$ cat src/rtl/fetch_queue.sv
// In-order fetch queue between the I-cache response path and decode, with credit flow and flush drop.
// Optional same-cycle bypass of an empty queue: define FETCHQ_BYPASS_EN.
module fetch_queue #(
  parameter int DEPTH = 8
) (
  input  logic                         clk,
  input  logic                         resetn,
  input  logic                         flush_i,
  output logic                         ireq_ready_o,
  input  logic                         ireq_fire_i,
  input  logic                         iresp_valid_i,
  input  logic [31:0]                  iresp_pc_i,
  input  logic [31:0]                  iresp_instr_i,
  input  logic                         iresp_adel_i,
  output logic                         out_valid_o,
  input  logic                         out_ready_i,
  output logic [31:0]                  out_pc_o,
  output logic [31:0]                  out_instr_o,
  output logic                         out_adel_o,
  output logic [$clog2(DEPTH+1)-1:0]   count_o
);
  localparam int PW = $clog2(DEPTH);
  localparam int CW = $clog2(DEPTH+1);

  logic [PW-1:0] head_q, head_d, tail_q, tail_d;
  logic [CW-1:0] count_q, count_d, inflight_q, inflight_d, drop_q, drop_d;
  logic [64:0]   mem_q [DEPTH];
  logic [64:0]   head_entry;
  logic          fire_ok, resp_ok, live_resp, bypass, push, pop;

  // Credit check, response classification and head/bypass output selection.
  always_comb begin
    ireq_ready_o = !flush_i &&
                   (({1'b0, count_q} + {1'b0, inflight_q}) < (CW+1)'(DEPTH));
    fire_ok      = ireq_fire_i && ireq_ready_o;
    // A response with nothing outstanding or being dropped is a protocol error and is ignored.
    resp_ok      = iresp_valid_i && ((inflight_q != {CW{1'b0}}) || (drop_q != {CW{1'b0}}));
    live_resp    = resp_ok && (drop_q == {CW{1'b0}}) && !flush_i;
`ifdef FETCHQ_BYPASS_EN
    bypass       = live_resp && (count_q == {CW{1'b0}});
`else
    bypass       = 1'b0;
`endif
    head_entry   = mem_q[head_q];
    out_valid_o  = ((count_q != {CW{1'b0}}) && !flush_i) || bypass;
    if (bypass) begin
      out_pc_o    = iresp_pc_i;
      out_instr_o = iresp_instr_i;
      out_adel_o  = iresp_adel_i;
    end else begin
      out_pc_o    = head_entry[64:33];
      out_instr_o = head_entry[32:1];
      out_adel_o  = head_entry[0];
    end
    pop     = (count_q != {CW{1'b0}}) && !flush_i && out_ready_i;
    push    = live_resp && !(bypass && out_ready_i);
    count_o = count_q;
  end

  // Next-state for pointers, occupancy, outstanding credits and stale-drop counter.
  always_comb begin
    head_d     = head_q;
    tail_d     = tail_q;
    count_d    = count_q;
    inflight_d = inflight_q;
    drop_d     = drop_q;
    if (flush_i) begin
      head_d     = {PW{1'b0}};
      tail_d     = {PW{1'b0}};
      count_d    = {CW{1'b0}};
      inflight_d = {CW{1'b0}};
      // Everything outstanding becomes stale; a response arriving now already settles one.
      drop_d     = drop_q + inflight_q + {{(CW-1){1'b0}}, fire_ok} - {{(CW-1){1'b0}}, resp_ok};
    end else begin
      head_d     = pop  ? head_q + {{(PW-1){1'b0}}, 1'b1} : head_q;
      tail_d     = push ? tail_q + {{(PW-1){1'b0}}, 1'b1} : tail_q;
      count_d    = count_q + {{(CW-1){1'b0}}, push} - {{(CW-1){1'b0}}, pop};
      inflight_d = inflight_q + {{(CW-1){1'b0}}, fire_ok} - {{(CW-1){1'b0}}, live_resp};
      if (resp_ok && (drop_q != {CW{1'b0}})) begin
        drop_d = drop_q - {{(CW-1){1'b0}}, 1'b1};
      end else begin
        drop_d = drop_q;
      end
    end
  end

  // Control state registers.
  always_ff @(posedge clk or negedge resetn) begin
    if (!resetn) begin
      head_q     <= {PW{1'b0}};
      tail_q     <= {PW{1'b0}};
      count_q    <= {CW{1'b0}};
      inflight_q <= {CW{1'b0}};
      drop_q     <= {CW{1'b0}};
    end else begin
      head_q     <= head_d;
      tail_q     <= tail_d;
      count_q    <= count_d;
      inflight_q <= inflight_d;
      drop_q     <= drop_d;
    end
  end

  // Entry storage, deliberately left unreset.
  always_ff @(posedge clk) begin
    if (push) begin
      mem_q[tail_q] <= {iresp_pc_i, iresp_instr_i, iresp_adel_i};
    end
  end

  fetch_queue_chk u_chk (
    .clk           (clk),
    .resetn        (resetn),
    .ireq_fire_i   (ireq_fire_i),
    .ireq_ready_i  (ireq_ready_o),
    .iresp_valid_i (iresp_valid_i),
    .idle_i        ((inflight_q == {CW{1'b0}}) && (drop_q == {CW{1'b0}}))
  );
endmodule

// Protocol checks for the IF side of the fetch queue.
module fetch_queue_chk (
  input logic clk,
  input logic resetn,
  input logic ireq_fire_i,
  input logic ireq_ready_i,
  input logic iresp_valid_i,
  input logic idle_i
);
  // Flag requests without credit and responses with nothing outstanding.
  always_ff @(posedge clk) begin
    if (resetn) begin
      assert (!(ireq_fire_i && !ireq_ready_i))
        else $error("fetch_queue: ireq_fire_i without ireq_ready_o");
      assert (!(iresp_valid_i && idle_i))
        else $error("fetch_queue: iresp_valid_i with no request outstanding");
    end
  end
endmodule
$ cat config.mk
export PLATFORM = sky130hd
export DESIGN_NAME = fetch_queue
export DESIGN_NICKNAME = d
export VERILOG_FILES = /design/src/rtl/fetch_queue.sv
export SDC_FILE = /design/constraint.sdc
export NUM_CORES = 1
export LEC_CHECK = 0
export ABC_AREA = 0
export BUFFER_PORTS_ARGS = -buffer_cell sky130_fd_sc_hd__clkbuf_2
export CAP_MARGIN = 20
export CORE_MARGIN = 4
export CORE_UTILIZATION = 60
export DETAILED_ROUTE_END_ITERATION = 12
export GPL_TIMING_DRIVEN = 0
export PLACE_DENSITY_LB_ADDON = 0.25
export SYNTH_ARGS = -nofsm -noshare
export SYNTH_HDL_FRONTEND = slang
export SYNTH_HIERARCHICAL = 1
export SYNTH_SLANG_ARGS = --single-unit
$ cat constraint.sdc
create_clock -name clk -period 8.9 [get_ports clk]
set_input_delay 1.78 -clock clk [delete_from_list [all_inputs] [get_ports clk]]
set_output_delay 1.78 -clock clk [all_outputs]
set_load 0.005 [all_outputs]
==> flow_metrics.env <==
export IMPL_start_kind="primary input"
export IMPL_die_h_um=195
export IMPL_dpl_cell_area_sq_mm=0.0229
export IMPL_criticalPathCategory="primary input to primary output"
export IMPL_ctsResizeCount=0
export IMPL_post_route_period_util_pct=51.6
export IMPL_cts_tree="yes"
export IMPL_p_leak_nw=8.44
export IMPL_status="completed"
export IMPL_power_density_mw_per_mm2=244
export IMPL_final_layout_size_suffix_gt1_share_pct=32.0
export IMPL_power_frac_comb_pct=19.1
export IMPL_io_pins=142
export IMPL_multi_input_area_sq_mm=0.00457
export IMPL_tns_ns=0
export IMPL_synthCells=1037
export IMPL_initial_core_util_pct=60.8
export IMPL_area_delta_synth_final_pct=16.8
export IMPL_p_sw_share_pct=24.5
export IMPL_cp_required_ns=7.12
export IMPL_ys_seq_area_share_pct=76.7
export IMPL_port_buffers=140
export IMPL_wl_per_cell_um=24.2
export IMPL_drc=0
export IMPL_clock_skew_ns=0.0199
export IMPL_coreArea_sq_mm=0.0345
export IMPL_clk_latency_ns=0.57
export IMPL_yosysWarnings=6
export IMPL_intPower_mw=4.51
export IMPL_maxSlewViolCount=0
export IMPL_cts_sinks=538
export IMPL_clk_pin_slew_ns=0.06
export IMPL_holdWs_ns=0.616
export IMPL_dieArea_sq_mm=0.0380
export IMPL_cp_end_kind="primary output"
export IMPL_post_cts_setup_buffers=0
export IMPL_die_w_um=195
export IMPL_antenna_left=0
export IMPL_fin_util_pct=71.0
export IMPL_peakVddDrop_mv=0.221
export IMPL_antenna_found_initial=6
export IMPL_fin_crit_ns=4.59
export IMPL_synth_edf_count=520
export IMPL_ys_ff_latch=538
export IMPL_clock_power_share_pct=33.6
export IMPL_cts_hold_buf=0
export IMPL_clk_path_buf_depth=3
export IMPL_path_max_fanout=10
export IMPL_ff2ff_setup_slack_ns=5.75
export IMPL_arrival_ns=2.81
export IMPL_max_freq_mhz=218
export IMPL_fin_area_sq_mm=0.0245
export IMPL_fp_row_count=68
export IMPL_cts_max_level=2
export IMPL_synthDistinctLibCells=37
export IMPL_fillers=2099
export IMPL_cts_buffers=52
export IMPL_viasPerCell=5.87
export IMPL_synth_main_ff_cell="edfxtp_1"
export IMPL_grt_pass1_wl_um=66000
export IMPL_max_slew_margin_rel_pct=32.7
export IMPL_power_frac_seq_pct=47.3
export IMPL_yosys_area_top_type_share_pct=74.6
export IMPL_wl_um=42900
export IMPL_nets=1371
export IMPL_place_gp_congestion=0.764
export IMPL_root_buffer="clkbuf_16"
export IMPL_dp_hpwl_um=27100
export IMPL_syn_nets=1134
export IMPL_grt_max_degree=27
export IMPL_ys_top_cells_by_area="edfxtp_1 75%, mux4_2 14%, nand2_1 3.7%"
export IMPL_grt_overflow=0
export IMPL_first_pass_iters=5
export IMPL_tightest_slew_ns=1.00
export IMPL_netSwitchingPower_mw=1.47
export IMPL_hold_violations=0
export IMPL_setup_violations=0
export IMPL_grt_pass1_vias=11000
export IMPL_yosys_area_top_type="edfxtp_1"
export IMPL_regArea_sq_mm=0.0161
export IMPL_mappedNetlistArea_sq_mm=0.0209
export IMPL_async_flop_share_pct=3.35
export IMPL_drv_cap=0
export IMPL_avgSynthCellArea_sq_um=20.2
export IMPL_rsz0062_at_grt="false"
export IMPL_drt_iter0_drc=836
export IMPL_hp_class="flip-flop to flip-flop"
export IMPL_track_usage_pct=23.0
export IMPL_vias=10400
## power groups by stage
stage | Clock, mW | Sequential, mW | Combinational [mW]
finish | 2.01 | 2.83 | 1.14
global route | 2.16 | 2.83 | 1.26
CTS | 2.04 | 2.83 | 1.17
detailed placement | 0 | 2.88 | 1.16
global placement | 0 | 2.88 | 1.13
floorplan | 0 | 2.88 | 0.815
## path summary, 6_finish.rpt
path,startpoint,end,cells past startpoint
setup / recovery,flush_i,ireq_ready_o,4
hold / removal,head_q[1],head_q[1],3
setup reg to reg,drop_q[0],mem_q[2][27],8
hold reg to reg,head_q[1],head_q[1],3
max in group asynchronous,resetn,head_q[1],1
min in group asynchronous,resetn,count_o[0],1
## sequential cells by signal, indices dropped and copies added, names as in the netlist
name        count
tail_q          3
count_o         4
head_q          3
mem_q         520
inflight_q      4
drop_q          4
## cells by family (layout without fill, tap and decap cells)
family                     after synthesis  count (layout)  share of synthesized area [%]
buffers and inverters                   69             347                           1.74
muxes                                  135             135                           14.2
xor gates and xnor gates                12              12                          0.502
AOI/OAI and AO/OA                       15              15                          0.442
adders and majority gates               26              26                           1.70
other                                    0               2                              0
DFF                                    538             538                           76.7
and+or+nand+nor                        242             242                           4.70
## cell type report
class / count / share of cell area, %
Multi-Input combinational cell: 430 / 18.7
Clock inverter: 26 / 0.634
Buffer: 47 / 1.15
Timing Repair Buffer: 183 / 5.52
Inverter: 22 / 0.337
Sequential cell: 538 / 65.7
Antenna cell: 2 / 0.0205
Tap cell: 455 / 2.33
Clock buffer: 69 / 5.71
## layout by cell type, fill, tap and decap left out, types with 4 or more instances in the layout
cell and count:
nor3_2 4, clkbuf_16 53, clkbuf_2 140, mux2i_1 4, mux4_2 130, clkbuf_1 33, buf_8 4, clkinv_2 6
nand2_1 204, ha_1 22, buf_4 5, nor2_4 4, inv_1 22, buf_16 7, a21oi_1 6, buf_6 35
fa_1 4, buf_2 15, dfrtp_1 18, nor2b_1 5, buf_12 5, edfxtp_1 520, xnor2_1 8, nor2_1 8
xor2_1 4, clkinv_1 14
## through the flow
step | power, mW | setup WS, ns | instances
5_1_grt | 6.26 | 4.22 | 1772
3_3_place_gp | 4.01 | -3.07 | 1632
2_1_floorplan | 3.69 | 1.49 | 1037
6_report | 5.98 | 4.31 | 1772
4_1_cts | 6.04 | 4.30 | 1770
3_5_place_dp | 4.04 | 4.31 | 1675
## critical path, cell delays in order
cell and delay [ns]:
clkbuf_1 0.22, or4_1 0.51, a21oi_1 0.16, clkbuf_2 0.14
## per-layer routing
layer | track usage [%] | up-vias | wire [um]
met2 | 38.6 | 360 | 21800
met5 | 0 | - | 53
met1 | 31.8 | 5366 | 17100
met4 | 5.46 | 8 | 797
li1 | - | 4582 | -
met3 | 4.77 | 77 | 3100
## synth_stat cells (4+ instances only)
| cell | n |
|---|---|
| fa_1 | 4 |
| mux2i_1 | 4 |
| inv_1 | 22 |
| nor2_1 | 12 |
| ha_1 | 22 |
| nor3_1 | 5 |
| nand2_1 | 204 |
| buf_2 | 15 |
| xor2_1 | 4 |
| dfrtp_1 | 18 |
| nor2b_1 | 5 |
| clkbuf_1 | 18 |
| mux4_2 | 130 |
| edfxtp_1 | 520 |
| buf_6 | 10 |
| xnor2_1 | 8 |
| a21oi_1 | 6 |
Note: power is estimated with default switching activity, not from simulation.
